## config.mk

```make
export PLATFORM = sky130hd
export DESIGN_NAME = uart_tx_fifo
export DESIGN_NICKNAME = d
export VERILOG_FILES = /design/src/rtl/uart_tx_fifo.sv
export SDC_FILE = /design/constraint.sdc
export NUM_CORES = 1
export LEC_CHECK = 0
export CORE_MARGIN = 3
export CORE_UTILIZATION = 40
export DETAILED_ROUTE_END_ITERATION = 12
export GPL_ROUTABILITY_DRIVEN = 0
export SLEW_MARGIN = 25
export SYNTH_ARGS = -nofsm -noshare
export SYNTH_HDL_FRONTEND = slang
export SYNTH_SLANG_ARGS = --single-unit
```

## constraint.sdc

```tcl
create_clock -name clk -period 4 [get_ports clk]
set_input_delay 1.2 -clock clk [delete_from_list [all_inputs] [get_ports clk]]
set_output_delay 1.2 -clock clk [all_outputs]
set_load 0.02 [all_outputs]
```

## src/rtl/uart_tx_fifo.sv

```systemverilog
// uart_tx_fifo_buf: circular word buffer with occupancy count for the UART transmitter.
// Latency: a pushed word is visible at the head one edge after the push; no bypass path.
// Backpressure: full when DEPTH words are held; a push while full is ignored, a pop while empty is ignored.
module uart_tx_fifo_buf #(
  parameter int WIDTH = 8,
  parameter int DEPTH = 16
) (
  input  logic                     clk,
  input  logic                     rst,
  input  logic                     push_vld,
  input  logic [WIDTH-1:0]         push_dat,
  input  logic                     pop_vld,
  output logic [WIDTH-1:0]         pop_dat,
  output logic [$clog2(DEPTH):0]   count,
  output logic                     full,
  output logic                     empty
);

  localparam int AW    = $clog2(DEPTH);
  localparam int CNT_W = AW + 1;

  logic [WIDTH-1:0] mem [DEPTH];
  logic [AW-1:0]    wr_ptr;
  logic [AW-1:0]    rd_ptr;
  logic             do_push;
  logic             do_pop;

  assign full    = (count == CNT_W'(DEPTH));
  assign empty   = (count == '0);
  assign do_push = push_vld && !full;
  assign do_pop  = pop_vld && !empty;
  assign pop_dat = mem[rd_ptr];

  // Storage array: written on accepted pushes only, contents need no reset.
  always_ff @(posedge clk) begin
    if (do_push) begin
      mem[wr_ptr] <= push_dat;
    end
  end

  // Pointers wrap naturally because DEPTH is a power of two; count tracks occupancy.
  always_ff @(posedge clk) begin
    if (rst) begin
      wr_ptr <= '0;
      rd_ptr <= '0;
      count  <= '0;
    end else begin
      if (do_push) begin
        wr_ptr <= wr_ptr + AW'(1);
      end
      if (do_pop) begin
        rd_ptr <= rd_ptr + AW'(1);
      end
      case ({do_push, do_pop})
        2'b10:   count <= count + CNT_W'(1);
        2'b01:   count <= count - CNT_W'(1);
        default: count <= count;
      endcase
    end
  end

endmodule

// uart_tx_fifo: FIFO-buffered UART transmitter with configurable data bits, parity and stop bits.
// Latency: word pushed at edge N into an idle, empty unit is popped at N+1; start bit is on tx after N+2.
// Backpressure: full reports a full FIFO; pushes while full are dropped and set the sticky overflow flag.
module uart_tx_fifo #(
  parameter int CLKS_PER_BIT = 87,
  parameter int DATA_BITS    = 8,
  parameter int PARITY       = 0,
  parameter int STOP_BITS    = 1,
  parameter int FIFO_DEPTH   = 16
) (
  input  logic                          clk,
  input  logic                          rst,
  input  logic                          start,
  input  logic [DATA_BITS-1:0]          data,
  output logic                          full,
  output logic                          busy,
  output logic [$clog2(FIFO_DEPTH):0]   fifo_count,
  output logic                          overflow,
  output logic                          tx
);

  localparam int CW = $clog2(CLKS_PER_BIT);
  localparam int BW = $clog2(DATA_BITS);
  localparam logic [CW-1:0] BAUD_LAST = CW'(CLKS_PER_BIT - 1);
  localparam logic [BW-1:0] DATA_LAST = BW'(DATA_BITS - 1);
  localparam logic [BW-1:0] STOP_LAST = BW'(STOP_BITS - 1);

  typedef enum logic [2:0] {
    S_IDLE,
    S_START,
    S_DATA,
    S_PAR,
    S_STOP
  } state_t;

  state_t               state_q, state_d;
  logic [CW-1:0]        baud_q, baud_d;
  logic [BW-1:0]        bit_q, bit_d;
  logic [DATA_BITS-1:0] shift_q, shift_d;
  logic                 par_q, par_d;
  logic                 tx_q, tx_d;
  logic                 ovf_q;
  logic                 pop;
  logic                 baud_last;
  logic                 fifo_empty;
  logic [DATA_BITS-1:0] head_dat;
  logic                 head_par;

  uart_tx_fifo_buf #(
    .WIDTH (DATA_BITS),
    .DEPTH (FIFO_DEPTH)
  ) u_buf (
    .clk      (clk),
    .rst      (rst),
    .push_vld (start),
    .push_dat (data),
    .pop_vld  (pop),
    .pop_dat  (head_dat),
    .count    (fifo_count),
    .full     (full),
    .empty    (fifo_empty)
  );

  assign baud_last = (baud_q == BAUD_LAST);
  // Parity is fixed at pop time so the PAR state only replays a stored bit.
  assign head_par  = (PARITY == 2) ? ~^head_dat : ^head_dat;

  assign busy     = (state_q != S_IDLE) || !fifo_empty;
  assign overflow = ovf_q;
  assign tx       = tx_q;

  // Frame sequencer: next state, counters, shift register and the line level for this state.
  always_comb begin
    state_d = state_q;
    baud_d  = baud_q + CW'(1);
    bit_d   = bit_q;
    shift_d = shift_q;
    par_d   = par_q;
    tx_d    = 1'b1;
    pop     = 1'b0;
    case (state_q)
      S_IDLE: begin
        tx_d   = 1'b1;
        baud_d = '0;
        bit_d  = '0;
        if (!fifo_empty) begin
          pop     = 1'b1;
          shift_d = head_dat;
          par_d   = head_par;
          state_d = S_START;
        end
      end
      S_START: begin
        tx_d = 1'b0;
        if (baud_last) begin
          baud_d  = '0;
          bit_d   = '0;
          state_d = S_DATA;
        end
      end
      S_DATA: begin
        tx_d = shift_q[0];
        if (baud_last) begin
          baud_d  = '0;
          shift_d = shift_q >> 1;
          if (bit_q == DATA_LAST) begin
            bit_d   = '0;
            state_d = (PARITY != 0) ? S_PAR : S_STOP;
          end else begin
            bit_d = bit_q + BW'(1);
          end
        end
      end
      S_PAR: begin
        tx_d = par_q;
        if (baud_last) begin
          baud_d  = '0;
          bit_d   = '0;
          state_d = S_STOP;
        end
      end
      S_STOP: begin
        tx_d = 1'b1;
        if (baud_last) begin
          baud_d = '0;
          if (bit_q == STOP_LAST) begin
            bit_d = '0;
            // Chain straight into the next frame when a word is waiting.
            if (!fifo_empty) begin
              pop     = 1'b1;
              shift_d = head_dat;
              par_d   = head_par;
              state_d = S_START;
            end else begin
              state_d = S_IDLE;
            end
          end else begin
            bit_d = bit_q + BW'(1);
          end
        end
      end
      default: begin
        baud_d  = '0;
        bit_d   = '0;
        state_d = S_IDLE;
      end
    endcase
  end

  // State, counters and the registered line driver; tx follows the state one cycle later.
  always_ff @(posedge clk) begin
    if (rst) begin
      state_q <= S_IDLE;
      baud_q  <= '0;
      bit_q   <= '0;
      shift_q <= '0;
      par_q   <= 1'b0;
      tx_q    <= 1'b1;
    end else begin
      state_q <= state_d;
      baud_q  <= baud_d;
      bit_q   <= bit_d;
      shift_q <= shift_d;
      par_q   <= par_d;
      tx_q    <= tx_d;
    end
  end

  // Sticky overflow: any push attempt against a full FIFO, cleared only by reset.
  always_ff @(posedge clk) begin
    if (rst) begin
      ovf_q <= 1'b0;
    end else if (start && full) begin
      ovf_q <= 1'b1;
    end
  end

endmodule

```

==> key figures <==
Pwr
  • Combinational power share: between 20% and 30%
  • Internal Pwr Total: approximately 3700 µW
  • Clock power frac: 30.5%
  • Sequential group share of total power: 41.3%
  • P per Cell Area: 650.9 nW/µm²
  • Net Switching: 1600 µW
  • Max IR drop VDD: 0.3448 mV
  • Switching share of power: between 30% and 40%
  • Leak: approximately 0.0027 µW

CTS
  • Source-to-sink clock delay at the later pin of the worst-skew pair: 0.42 ns
  • Number of sinks handled by clock tree synthesis: between 150 and 200
  • Buffers inserted during post-CTS setup optimization: 0
  • TritonCTS buffer count: 17
  • Master cell of the clock root buffer: sky130_fd_sc_hd__clkbuf_16
  • CTS-repair resized insts: 0
  • Number of buffers on the longest clock path: 2
  • Clock tree from TritonCTS: done
  • Count of H-tree levels built during CTS: 4
  • Hold Buf Count CTS: 0
  • Clock transition at the register clock pins on the worst setup and hold paths after CTS: 0.06 ns

Global routing
  • Antenna violations before repair: 0
  • GRT Resource Usage Total: ~15%
  • Via count of the first global-routing pass: 3,818
  • Largest net degree at the start of global routing: 29
  • Total global routing overflow: 0
  • Wire length of the first global-routing pass: around 21 mm

Placement
  • Cell area after placement: 7500 µm²
  • Total placed cells including tap cells: 699
  • Post-DP HPWL: 8.891 mm
  • Number of buffers inserted by port buffering: 19

Critical path
  • Capture point of the critical path: u_buf.count[4]$_SDFFE_PP0P_
  • Worst-path cell chain: inv_1, ha_1, nand4b_2, o31a_1, nor4_4, buf_4, ha_1, xor2_1, ha_1, o21ba_2, o21bai_1, a211o_1, a21oi_2, mux2_1
  • Crit. Startpoint: baud_q[0]$_SDFF_PP0_
  • Worst R2R Path Depth: 14
  • Critical Path Sink Type: flop
  • CP peak stage delay: 0.38 ns
  • Critical path depth in cells: 14
  • WS Path Type: flop to flop
  • Largest fanout of any net on the critical path: 10
  • Reg-to-reg setup timing slack: 0.67 ns
  • Data required time of the worst path: 4.31 ns
  • CP max stage cell: sky130_fd_sc_hd__o31a_1
  • Startpoint type of the worst setup path: flop
  • Launching point of the worst reg2reg path: baud_q[0]$_SDFF_PP0_
  • Family with the most delay on the worst path: compound AO/OA/AOI/OAI gates
  • Library cell appearing most often on the critical path: sky130_fd_sc_hd__ha_1
  • Worst Path Buf+Inv: 2
  • Destination of the worst register-to-register timing path: u_buf.count[4]$_SDFFE_PP0P_
  • Arrival @ worst endpoint: 3.64 ns

Finish
  • Most frequent standard cell in the layout excluding fill and tap cells: sky130_fd_sc_hd__edfxtp_1
  • Most frequent cells in the layout: sky130_fd_sc_hd__edfxtp_1, sky130_fd_sc_hd__nor2_1, sky130_fd_sc_hd__dfxtp_1
  • Share of the core filled with cells in the final layout: 48.01%
  • Post-layout instance area: about 8100 µm²
  • Area growth from synthesis to layout: 15.96%
  • Number of nets in the layout: 522
  • Filler-free cell count of the finished design: 731
  • Number of filler instances in the final layout: around 1,500
  • Ant. Diodes: 0
  • Fraction of final layout cells sized beyond drive strength 1: between 10% and 20%

Min path
  • Worst hold path cell count: 1
  • Hold Crit Class: flop to flop

Timing
  • Number of hold-slack violations in the final timing report: 0
  • Measured slew at the worst slew-check pin: 0.9573 ns
  • Setup Viol. Count Final: 0
  • Fraction of the cycle the final worst path needs: 83.31%
  • Fin Setup TNS: 0 ns
  • Setup repair after global routing missed its margin: false
  • Worst rel slew slack: 35.95%
  • Final hold slack: 0.4647 ns
  • Fmax: 0.3001 GHz
  • Final Max Tran Viols: 0
  • Shortest period the worst path allows: between 3 and 4 ns
  • Worst setup skew after layout: approximately 0.010 ns

Routing
  • Number of antenna-violating nets in the routed design: 0
  • Iter 0 DRT Violations: between 400 and 500
  • Post-route DRC violation count: 0
  • Total vias in the final route: ~3,800
  • 1st-pass router iterations: 5
  • DR WL/cell: 18.25 µm
  • Detailed Route WL: 13.34 mm
  • Number of vias per cell after detailed routing: about 5.2

Die
  • Number of top-level pins: 20
  • Initial core utilization: 41.40%
  • Chip Height: about 140 µm
  • Core Footprint: 16,820 µm²
  • Row count: 47
  • Die width: ~140 µm
  • Die Footprint: 19,030 µm²

Flow run
  • Number of maximum-capacitance violations: 0

Status
  • Run status: completed

Synth
  • Post-Syn Area per Cell: 15.14 µm²
  • Post-synth design cell area: 6963 µm²
  • Number of enable flip-flop cells after synthesis: 128
  • Post-synthesis net count: 484
  • Portion of the post-synthesis area used by sequential elements: 66.99%
  • Post-synthesis register bit count: 169
  • Synth unique cells: 49
  • Proportion of register bits with asynchronous set or reset after synthesis: 0%
  • Count of yosys warnings during synthesis: 0
  • Mapped Cells: 460
  • Primary FF master, synth: sky130_fd_sc_hd__edfxtp_1
## worst register-to-register path: stages (launching register included)
cell	delay, ns
sky130_fd_sc_hd__dfxtp_1	0.33
sky130_fd_sc_hd__inv_1	0.07
sky130_fd_sc_hd__ha_1	0.16
sky130_fd_sc_hd__nand4b_2	0.16
sky130_fd_sc_hd__o31a_1	0.38
sky130_fd_sc_hd__nor4_4	0.21
sky130_fd_sc_hd__buf_4	0.22
sky130_fd_sc_hd__ha_1	0.33
sky130_fd_sc_hd__xor2_1	0.11
sky130_fd_sc_hd__ha_1	0.19
sky130_fd_sc_hd__o21ba_2	0.25
sky130_fd_sc_hd__o21bai_1	0.11
sky130_fd_sc_hd__a211o_1	0.25
sky130_fd_sc_hd__a21oi_2	0.13
sky130_fd_sc_hd__mux2_1	0.32
## Yosys cell counts, types with 2 or more instances
library cell / n / area [µm²]
sky130_fd_sc_hd__edfxtp_1: 128 / 3844
sky130_fd_sc_hd__nor2_1: 63 / 236.5
sky130_fd_sc_hd__dfxtp_1: 41 / 820.8
sky130_fd_sc_hd__mux4_2: 32 / 720.7
sky130_fd_sc_hd__a21oi_1: 21 / 105.1
sky130_fd_sc_hd__nand2_1: 21 / 78.83
sky130_fd_sc_hd__clkbuf_1: 15 / 56.30
sky130_fd_sc_hd__a22oi_1: 14 / 105.1
sky130_fd_sc_hd__ha_1: 13 / 162.7
sky130_fd_sc_hd__xnor2_1: 12 / 105.1
sky130_fd_sc_hd__xor2_1: 12 / 105.1
sky130_fd_sc_hd__inv_1: 10 / 37.54
sky130_fd_sc_hd__a211oi_1: 8 / 60.06
sky130_fd_sc_hd__nor3_1: 7 / 35.03
sky130_fd_sc_hd__buf_1: 6 / 22.52
sky130_fd_sc_hd__mux2i_1: 5 / 50.05
sky130_fd_sc_hd__nand2b_1: 5 / 31.28
sky130_fd_sc_hd__nand3_1: 4 / 20.02
sky130_fd_sc_hd__and2_1: 3 / 18.77
sky130_fd_sc_hd__buf_2: 3 / 15.01
sky130_fd_sc_hd__o21ai_0: 3 / 15.01
sky130_fd_sc_hd__or3_1: 3 / 18.77
sky130_fd_sc_hd__a22oi_2: 2 / 25.02
sky130_fd_sc_hd__nand3b_1: 2 / 15.01
sky130_fd_sc_hd__nand4_1: 2 / 12.51
sky130_fd_sc_hd__nor2b_1: 2 / 12.51
## sequential cells by signal (all words and copies together), names as in the netlist, named ones only
signal / flops
baud_q: 7
tx: 1
par_q: 1
u_buf.mem: 128
u_buf.wr_ptr: 4
shift_q: 8
state_q: 3
u_buf.rd_ptr: 4
bit_q: 3
u_buf.count: 5
overflow: 1
## per-layer routing
layer | vias to the layer above | share of wire [%] | global-route usage, %
li1 | 1812 | - | -
met1 | 1887 | 45 | 20.69
met2 | 71 | 49 | 23.81
met3 | 13 | 4.6 | 4.971
met4 | 0 | 1.5 | 4.555
met5 | - | 0 | 0
## area by class of cell
type	instances	area, µm²	area share, %
repair buffers	46	392.9	4.866
clock inverters	13	141.4	1.751
inverters	10	37.54	0.4649
well taps	220	275.3	3.409
clock buffers	19	432.9	5.362
multi-input cells	254	2128	26.36
flip-flops and latches	169	4666	57.79
## worst min path at each step
stage	start	endpoint	slack, ns
2_1_floorplan	baud_q[0]$_SDFF_PP0_	baud_q[0]$_SDFF_PP0_	0.43
3_3_place_gp	baud_q[0]$_SDFF_PP0_	baud_q[0]$_SDFF_PP0_	0.44
3_5_place_dp	baud_q[0]$_SDFF_PP0_	baud_q[0]$_SDFF_PP0_	0.45
4_1_cts	baud_q[0]$_SDFF_PP0_	baud_q[0]$_SDFF_PP0_	0.47
5_1_grt	baud_q[0]$_SDFF_PP0_	baud_q[0]$_SDFF_PP0_	0.51
6_report	baud_q[0]$_SDFF_PP0_	baud_q[0]$_SDFF_PP0_	0.46
## cell families (layout without fill, tap and decap cells)
kind of cell | count (synthesis) | in the layout | synth area share (%)
flops | 169 | 169 | 66.99
simple gates | 117 | 117 | 7.763
compound gates | 62 | 62 | 6.218
mux | 38 | 38 | 11.23
buf+inv | 37 | 88 | 2.444
xor+xnor | 24 | 24 | 3.019
fa+ha+maj | 13 | 13 | 2.336
## power by group through the flow
stage | sequential [µW] | combinational, µW | clock (µW)
after floorplan | 2140 | 1160 | 0
after global placement | 2210 | 1470 | 0
after detailed placement | 2210 | 1500 | 0
after CTS | 2170 | 1500 | 1630
after global routing | 2200 | 1650 | 1720
final | 2170 | 1480 | 1600
## per-stage QoR
step / setup slack [ns] / power [µW]
2_1_floorplan: 0.5485 / 3305
3_5_place_dp: 0.2478 / 3709
3_3_place_gp: 0.3579 / 3674
4_1_cts: 0.6421 / 5312
6_report: 0.6674 / 5255
5_1_grt: 0.4902 / 5566
No activity file was read; power rests on OpenSTA's default activity.
